[config.mk]
export PLATFORM = sky130hd
export DESIGN_NAME = regfile_operand_fetch
export DESIGN_NICKNAME = d
export VERILOG_FILES = /design/src/rtl/regfile_operand_fetch.sv
export SDC_FILE = /design/constraint.sdc
export NUM_CORES = 1
export LEC_CHECK = 0
export ABC_CLOCK_PERIOD_IN_PS = 1800
export CAP_MARGIN = 30
export CORE_UTILIZATION = 39
export DETAILED_ROUTE_END_ITERATION = 10
export PLACE_DENSITY = 0.81
export SLEW_MARGIN = 40
export SYNTH_ARGS = -nofsm -noshare
export SYNTH_HDL_FRONTEND = slang
export SYNTH_SLANG_ARGS = --single-unit
[constraint.sdc]
create_clock -name clk -period 1.8 [get_ports clk]
set_clock_uncertainty 0.1 [all_clocks]
set_input_delay 0.27 -clock clk [delete_from_list [all_inputs] [get_ports clk]]
set_output_delay 0.27 -clock clk [all_outputs]
set_load 0.02 [all_outputs]
[src/rtl/regfile_operand_fetch.sv]
// regfile_operand_fetch
//   Access sequencer sitting in front of a single-read-port register file.
//   Two source operands (Rn, Rm) are read in two consecutive cycles through
//   the one read port and presented to the datapath with a valid/ready
//   handshake. Writeback requests pass straight through to the write port.
//
//   Optional feature macro: RF_BYPASS_EN
//     defined   : a capture in RD_A/RD_B takes wb_data when the same-cycle
//                 writeback targets the register being read.
//     undefined : captures always take rf_dout, so a same-cycle write is
//                 not seen until the following cycle.
module regfile_operand_fetch #(
    parameter int DW = 16,
    parameter int AW = 3
) (
    input  logic          clk,
    input  logic          reset_n,
    // fetch request
    input  logic          req_valid,
    output logic          req_ready,
    input  logic [AW-1:0] req_rn,
    input  logic [AW-1:0] req_rm,
    // operands to datapath
    output logic          op_valid,
    input  logic          op_ready,
    output logic [DW-1:0] op_a,
    output logic [DW-1:0] op_b,
    // writeback request
    input  logic          wb_valid,
    input  logic [AW-1:0] wb_rd,
    input  logic [DW-1:0] wb_data,
    // register file ports
    output logic [AW-1:0] readnum,
    input  logic [DW-1:0] rf_dout,
    output logic [AW-1:0] writenum,
    output logic          write,
    output logic [DW-1:0] data_in
);

    typedef enum logic [1:0] {
        IDLE = 2'd0,
        RD_A = 2'd1,
        RD_B = 2'd2,
        DONE = 2'd3
    } state_t;

    state_t        state;
    state_t        state_nxt;
    logic [AW-1:0] rn_q;
    logic [AW-1:0] rm_q;
    logic [DW-1:0] rd_val;
    logic          accept;

    // Write port is a pure pass-through; reset masks the strobe so the
    // register file cannot be corrupted while the system is held in reset.
    assign write    = wb_valid & reset_n;
    assign writenum = wb_rd;
    assign data_in  = wb_data;

    // A request is only taken in IDLE, so requests never overlap.
    assign accept = (state == IDLE) && req_valid;

    // Read-data selection: optional same-cycle writeback forwarding.
`ifdef RF_BYPASS_EN
    always_comb begin
        rd_val = rf_dout;
        if (((state == RD_A) || (state == RD_B)) && wb_valid && (wb_rd == readnum)) begin
            rd_val = wb_data;
        end
    end
`else
    assign rd_val = rf_dout;
`endif

    // State register.
    always_ff @(posedge clk or negedge reset_n) begin
        if (!reset_n) begin
            state <= IDLE;
        end else begin
            state <= state_nxt;
        end
    end

    // Next-state logic and outputs decoded purely from the registered state,
    // so op_ready never reaches req_ready/op_valid combinationally.
    always_comb begin
        state_nxt = state;
        req_ready = 1'b0;
        op_valid  = 1'b0;
        readnum   = '0;
        case (state)
            IDLE: begin
                req_ready = 1'b1;
                if (req_valid) begin
                    state_nxt = RD_A;
                end
            end
            RD_A: begin
                readnum   = rn_q;
                state_nxt = RD_B;
            end
            RD_B: begin
                readnum   = rm_q;
                state_nxt = DONE;
            end
            DONE: begin
                op_valid = 1'b1;
                if (op_ready) begin
                    state_nxt = IDLE;
                end
            end
            default: begin
                state_nxt = IDLE;
            end
        endcase
    end

    // Latch the operand indices when a request is accepted.
    always_ff @(posedge clk or negedge reset_n) begin
        if (!reset_n) begin
            rn_q <= '0;
            rm_q <= '0;
        end else if (accept) begin
            rn_q <= req_rn;
            rm_q <= req_rm;
        end
    end

    // Operand A is captured at the end of RD_A; it then holds until the
    // next fetch overwrites it, including through backpressure in DONE.
    always_ff @(posedge clk or negedge reset_n) begin
        if (!reset_n) begin
            op_a <= '0;
        end else if (state == RD_A) begin
            op_a <= rd_val;
        end
    end

    // Operand B is captured at the end of RD_B with the same hold behaviour.
    always_ff @(posedge clk or negedge reset_n) begin
        if (!reset_n) begin
            op_b <= '0;
        end else if (state == RD_B) begin
            op_b <= rd_val;
        end
    end

endmodule

==> results of run 1 <==
==> path summary, 6_finish.rpt <==
kind	startpoint	endpoint	cells after the start
worst max register to register	state[0]	state[1]	5
worst min register to register	op_a[13]	op_a[13]	1
worst max-delay path	state[0]	readnum[1]	5
worst min-delay path	op_a[13]	op_a[13]	1
max in group asynchronous	reset_n	state[1]	3
min in group asynchronous	reset_n	op_b[5]	3
==> cells by family after synthesis <==
| kind of cell | count (synthesis) | share of synthesized area |
|---|---|---|
| flops | 40 | 0.535 |
| fa+ha+maj | 5 | 0.0335 |
| mux | 39 | 0.275 |
| compound gates | 5 | 0.0201 |
| simple gates | 6 | 0.0228 |
| buf+inv | 26 | 0.113 |
==> power by group <==
group / internal, mW / switching, mW / total [mW]
combinational: 1.74 / 1.30 / 3.04
clock: 0.489 / 0.310 / 0.799
sequential: 1.38 / 0.295 / 1.67
==> routing by layer <==
metal	GRT usage	up-vias	wire length, um
li1	-	500	-
met1	0.186	572	1560
met2	0.259	53	2000
met3	0.0647	12	266
met4	0.0511	0	56
met5	0	-	0
==> state kept, by name, indices dropped and copies added (netlist names) <==
register / flops
rn_q: 3
rm_q: 3
state: 2
op_a: 16
op_b: 16
==> worst max-delay path: cells and delay by family (launching register included) <==
family          cells  cell delay (ns)
flops               1             0.43
buf+inv             2             0.25
fa+ha+maj           1             0.19
compound gates      1             0.17
simple gates        1             0.07
==> repair_timing <==
action	CTS	global route
hold buffers	1	0
resized for setup	19	13
pin swaps	0	1
endpoints found under the hold margin	40	0
setup endpoints to repair	5	7
==> synthesized netlist by cell type, types with 2 or more instances <==
library cell | count | share of area
inv_1 | 3 | 0.0060
a22oi_1 | 3 | 0.012
mux2_2 | 19 | 0.11
ha_1 | 5 | 0.033
nor2b_1 | 3 | 0.010
dfrtp_1 | 40 | 0.54
buf_6 | 2 | 0.012
mux2_4 | 20 | 0.16
buf_4 | 19 | 0.076
==> cell usage in the layout, fill, tap and decap left out, types with 2 or more instances in the layout <==
cell type / netlist / routed
a22oi_2: 0 / 2
buf_2: 0 / 2
buf_4: 19 / 8
clkbuf_8: 0 / 7
clkdlybuf4s50_1: 0 / 57
dfrtp_1: 40 / 39
ha_1: 5 / 2
ha_4: 0 / 3
inv_2: 0 / 2
mux2_2: 19 / 19
mux2_4: 20 / 20
nor2b_1: 3 / 2
==> stage by stage <==
step / cell area, um2 / hold WS (ns) / worst slack, ns / power (mW) / TNS [ns]
CTS: 2570 / 0.418 / 0.00696 / 5.43 / 0
finish: 2610 / 0.410 / 0.0213 / 5.50 / 0
global route: 2610 / 0.424 / -0.0273 / 5.78 / -0.0664
global placement: 2430 / 0.255 / -0.0555 / 4.53 / -0.159
floorplan: 1870 / -0.126 / 0.259 / 3.49 / 0
detailed placement: 2430 / 0.281 / -0.169 / 4.63 / -0.412
==> final cells by class <==
type / count / area (um2) / share of cell area
clock inverter: 1 / 30.0 / 0.0115
clock buffer: 7 / 96.3 / 0.0369
sequential: 40 / 1000 / 0.383
multi-input combinational: 55 / 711 / 0.272
timing repair buffer: 72 / 698 / 0.267
tap: 52 / 65.1 / 0.0249
inverter: 3 / 11.3 / 0.00431
==> flow_summary_export.csv, run 1 <==
group,metric,value,unit
outcome,outcome,"complete, but fails checks",
outcome,violations,"design-rule violations",
drt,drt_pre_antenna_iters,9,
timing,clock.fmax,0.562,GHz
drt,vias,1137,
yosys,synth.distinct_cells,16,
grt,grt_overflow,0,
clocking,root_buffer,"clkbuf_8",
worst_setup_path,crit_chain,"inv_2 > ha_4 > a22oi_1 > nor2b_1 > buf_4",
clocking,h-tree-depth,2,
clocking,numCtsBuffers,5,
worst_setup_path,required,1.43,ns
grt,grt_usage,0.157,
clocking,clock_latency,0.29,ns
floorplanning,io_pins,103,
placement,dp_hpwl,2710,um
worst_setup_path,critPathSlowestCell,"dfrtp_1",
worst_setup_path,crit_fanout,4,
floorplanning,die-area,5070,um2
timing,slew_viol_final,0,
cells_and_area,fin_nets,228,
yosys,syn_area_per_cell,15.4,um2
clocking,cts_num_sinks,40,
timing,min_period,1.78,ns
cells_and_area,stdcell_count,230,
worst_setup_path,max_stage_delay,0.43,ns
grt,grt_pass1_wl,6080,um
yosys,synthArstFlopShare,1.00,
worst_setup_path,critPathCaptureType,"output port",
flow_run,maxCapViolCount,0,
drt,drt-wirelength-per-cell,16.9,um
power_and_ir_drop,ir_drop,0.000846,V
drt,drc,11,
grt,antenna_found_initial,0,
yosys,yosysSeqAreaShare,0.535,
worst_setup_path,arrival,1.41,ns
cells_and_area,n_antenna_cell,0,
power_and_ir_drop,power.density,2110,nW/um2
placement,place_inst,221,
clocking,clockBufferDepth,2,
timing,hold_viol,0,
yosys,synth_edf_count,0,
timing,fin_crit_sh,0.988,
cells_and_area,final_util,0.584,
worst_setup_path,ff2ff_setup_slack,0.12,ns
worst_setup_path,setup.worst_path.class,"flop to output port",
power_and_ir_drop,leakage,1.15,nW
floorplanning,rows,24,
clocking,post_cts_buffers,0,
yosys,yosys_most_used_dff,"dfrtp_1",
worst_setup_path,startpoint_type,"flop",
drt,drtIter0Drc,71,
cells_and_area,layout-drive-gt1-share,0.393,
grt,grt_max_degree,41,
yosys,synth_nets,172,
drt,ant_nets,0,
yosys,ys_seq_elements,40,
worst_hold_path,holdCritPathClass,"flop to flop",
cells_and_area,area_growth,39.8,%
floorplanning,die_width,71.2,um
cells_and_area,fillers,341,
floorplanning,core-area,4470,um2
yosys,syn_inst,121,
floorplanning,die_h,71.2,um
timing,max_slew.worst_pin.slew,0.507,ns
drt,drt-total-wl,3880,um
placement,gp_congestion,0.727,
floorplanning,initial_core_util,0.418,
placement,portBuffers,64,
yosys,ys.warnings.count,0,
timing,setup_viol,0,
yosys,synth_area,1870,um2
clocking,cts_tree,"built",
timing,relSlewSlack,0.662,
clocking,path_clk_slew,0.08,ns
drt,viasPerCell,4.94,
grt,grt_pass1_vias,1228,
(Power assumes the default switching activity.)
==> run 2: changes to the inputs <==
CORE_ASPECT_RATIO = 0.7   (was unset)
MAX_ROUTING_LAYER = met4   (was unset)
SKIP_CTS_REPAIR_TIMING = 1   (was unset)
==> flow_summary_export.csv, run 2 (same netlist as run 1, synthesis figures left out) <==
group,metric,value,unit
outcome,outcome,"complete, but fails checks",
outcome,violations,"design-rule violations, negative setup slack",
drt,drtIter0Drc,27,
worst_setup_path,reg2reg_from,"state[1]",
cells_and_area,area_growth,34.4,%
clocking,cts_tree,"built",
clocking,clock_latency,0.29,ns
grt,grt_pass1_vias,1239,
drt,drt-wirelength-per-cell,17.2,um
drt,drt_pre_antenna_iters,10,
timing,min_period,1.86,ns
timing,clock.fmax,0.538,GHz
floorplanning,core-area,4480,um2
floorplanning,die-area,5080,um2
cells_and_area,fillers,349,
clocking,clockBufferDepth,2,
worst_setup_path,startpoint_type,"flop",
clocking,root_buffer,"clkbuf_8",
timing,hold_viol,0,
cells_and_area,fin_nets,226,
worst_setup_path,arrival,1.49,ns
floorplanning,die_width,84.7,um
worst_setup_path,setup.worst_path.class,"flop to output port",
cells_and_area,layout_commonest_cell,"clkdlybuf4s50_1",
placement,postPlaceCellArea,2430,um2
worst_setup_path,required,1.43,ns
placement,dp_hpwl,2960,um
clocking,h-tree-depth,2,
floorplanning,rows,20,
drt,viasPerCell,4.78,
timing,max_slew.worst_pin.slew,0.500,ns
clocking,numCtsBuffers,5,
placement,place_inst,223,
floorplanning,initial_core_util,0.417,
timing,slew_viol_final,0,
cells_and_area,layout-drive-gt1-share,0.331,
grt,grt_usage,0.176,
timing,relSlewSlack,0.667,
flow_run,maxCapViolCount,0,
grt,grt_max_degree,41,
placement,place_ws,-0.217,ns
worst_setup_path,crit_fanout,4,
drt,drc,1,
cells_and_area,n_antenna_cell,0,
power_and_ir_drop,ir_drop,0.00113,V
cells_and_area,seq_area,1000,um2
grt,grt_pass1_wl,6290,um
drt,vias,1099,
power_and_ir_drop,leakage,1.14,nW
grt,grt_overflow,0,
timing,fin_crit_sh,1.03,
placement,gp_congestion,0.767,
cells_and_area,multiInputGateArea,659,um2
timing,rsz0062_at_grt,"yes",
worst_setup_path,worstSetupStartpoint,"state[0]",
cells_and_area,finalInstanceArea,2510,um2
drt,ant_nets,0,
timing,setup_slack,-0.0589,ns
floorplanning,io_pins,103,
power_and_ir_drop,power.density,2050,nW/um2
clocking,path_clk_slew,0.08,ns
clocking,cts_num_sinks,40,
cells_and_area,largestRegisters,"op_a: 16 flops, op_b: 16 flops",
timing,setup_viol,3,
grt,antenna_found_initial,0,
worst_setup_path,critPathCaptureType,"output port",
worst_setup_path,ff2ff_setup_slack,0.15,ns
worst_hold_path,holdCritPathClass,"primary input to asynchronous set/reset pin",
drt,drt-total-wl,3970,um
floorplanning,die_h,59.9,um
cells_and_area,final_cell_mix,"57 x clkdlybuf4s50_1, 40 x dfrtp_1, 20 x mux2_4",
placement,portBuffers,64,
cells_and_area,stdcell_count,230,
cells_and_area,final_util,0.561,
[run 2: per-stage QoR]
step / total power [mW] / hold WS (ns) / setup TNS [ns]
after CTS: 5.22 / 0.0137 / -2.00
after global placement: 4.51 / 0.316 / -0.232
after global routing: 5.40 / 0.0364 / -0.359
final: 5.14 / 0.00659 / -0.139
after detailed placement: 4.62 / 0.335 / -0.585
after floorplan: 3.49 / -0.126 / 0
[run 2: cell type report]
class,count,share of cell area
tap,55,0.0274
sequential,40,0.398
clock buffer,5,0.0274
timing repair buffer,70,0.275
inverter,3,0.00448
clock inverter,2,0.00498
multi-input combinational,55,0.262
[run 2: worst max-delay path, cell delays in order (launching register included)]
cell and delay (ns):
dfrtp_1 0.41, inv_1 0.10, ha_1 0.35, nor2b_1 0.18, buf_4 0.17
[run 2: report_power, final]
part | total, mW | leakage, nW | switching [mW] | internal (mW)
Clock | 0.572 | 0.0400 | 0.310 | 0.262
Combinational | 2.92 | 0.627 | 1.26 | 1.66
Sequential | 1.65 | 0.470 | 0.278 | 1.37
[run 2: path summary, 6_finish.rpt]
kind,to,depth (start not counted)
min,op_b[11],2
min in group clk,op_b[1],1
max,readnum[2],4
min reg2reg,op_b[1],1
max in group asynchronous,op_b[15],2
max reg2reg,op_a[9],4
[run 2: layer usage]
layer	GRT usage	part of all wire	routed length, um
met1	0.203	0.45	1780
met2	0.285	0.46	1830
met3	0.0552	0.068	268
met4	0.0896	0.024	97
met5	-	0	0
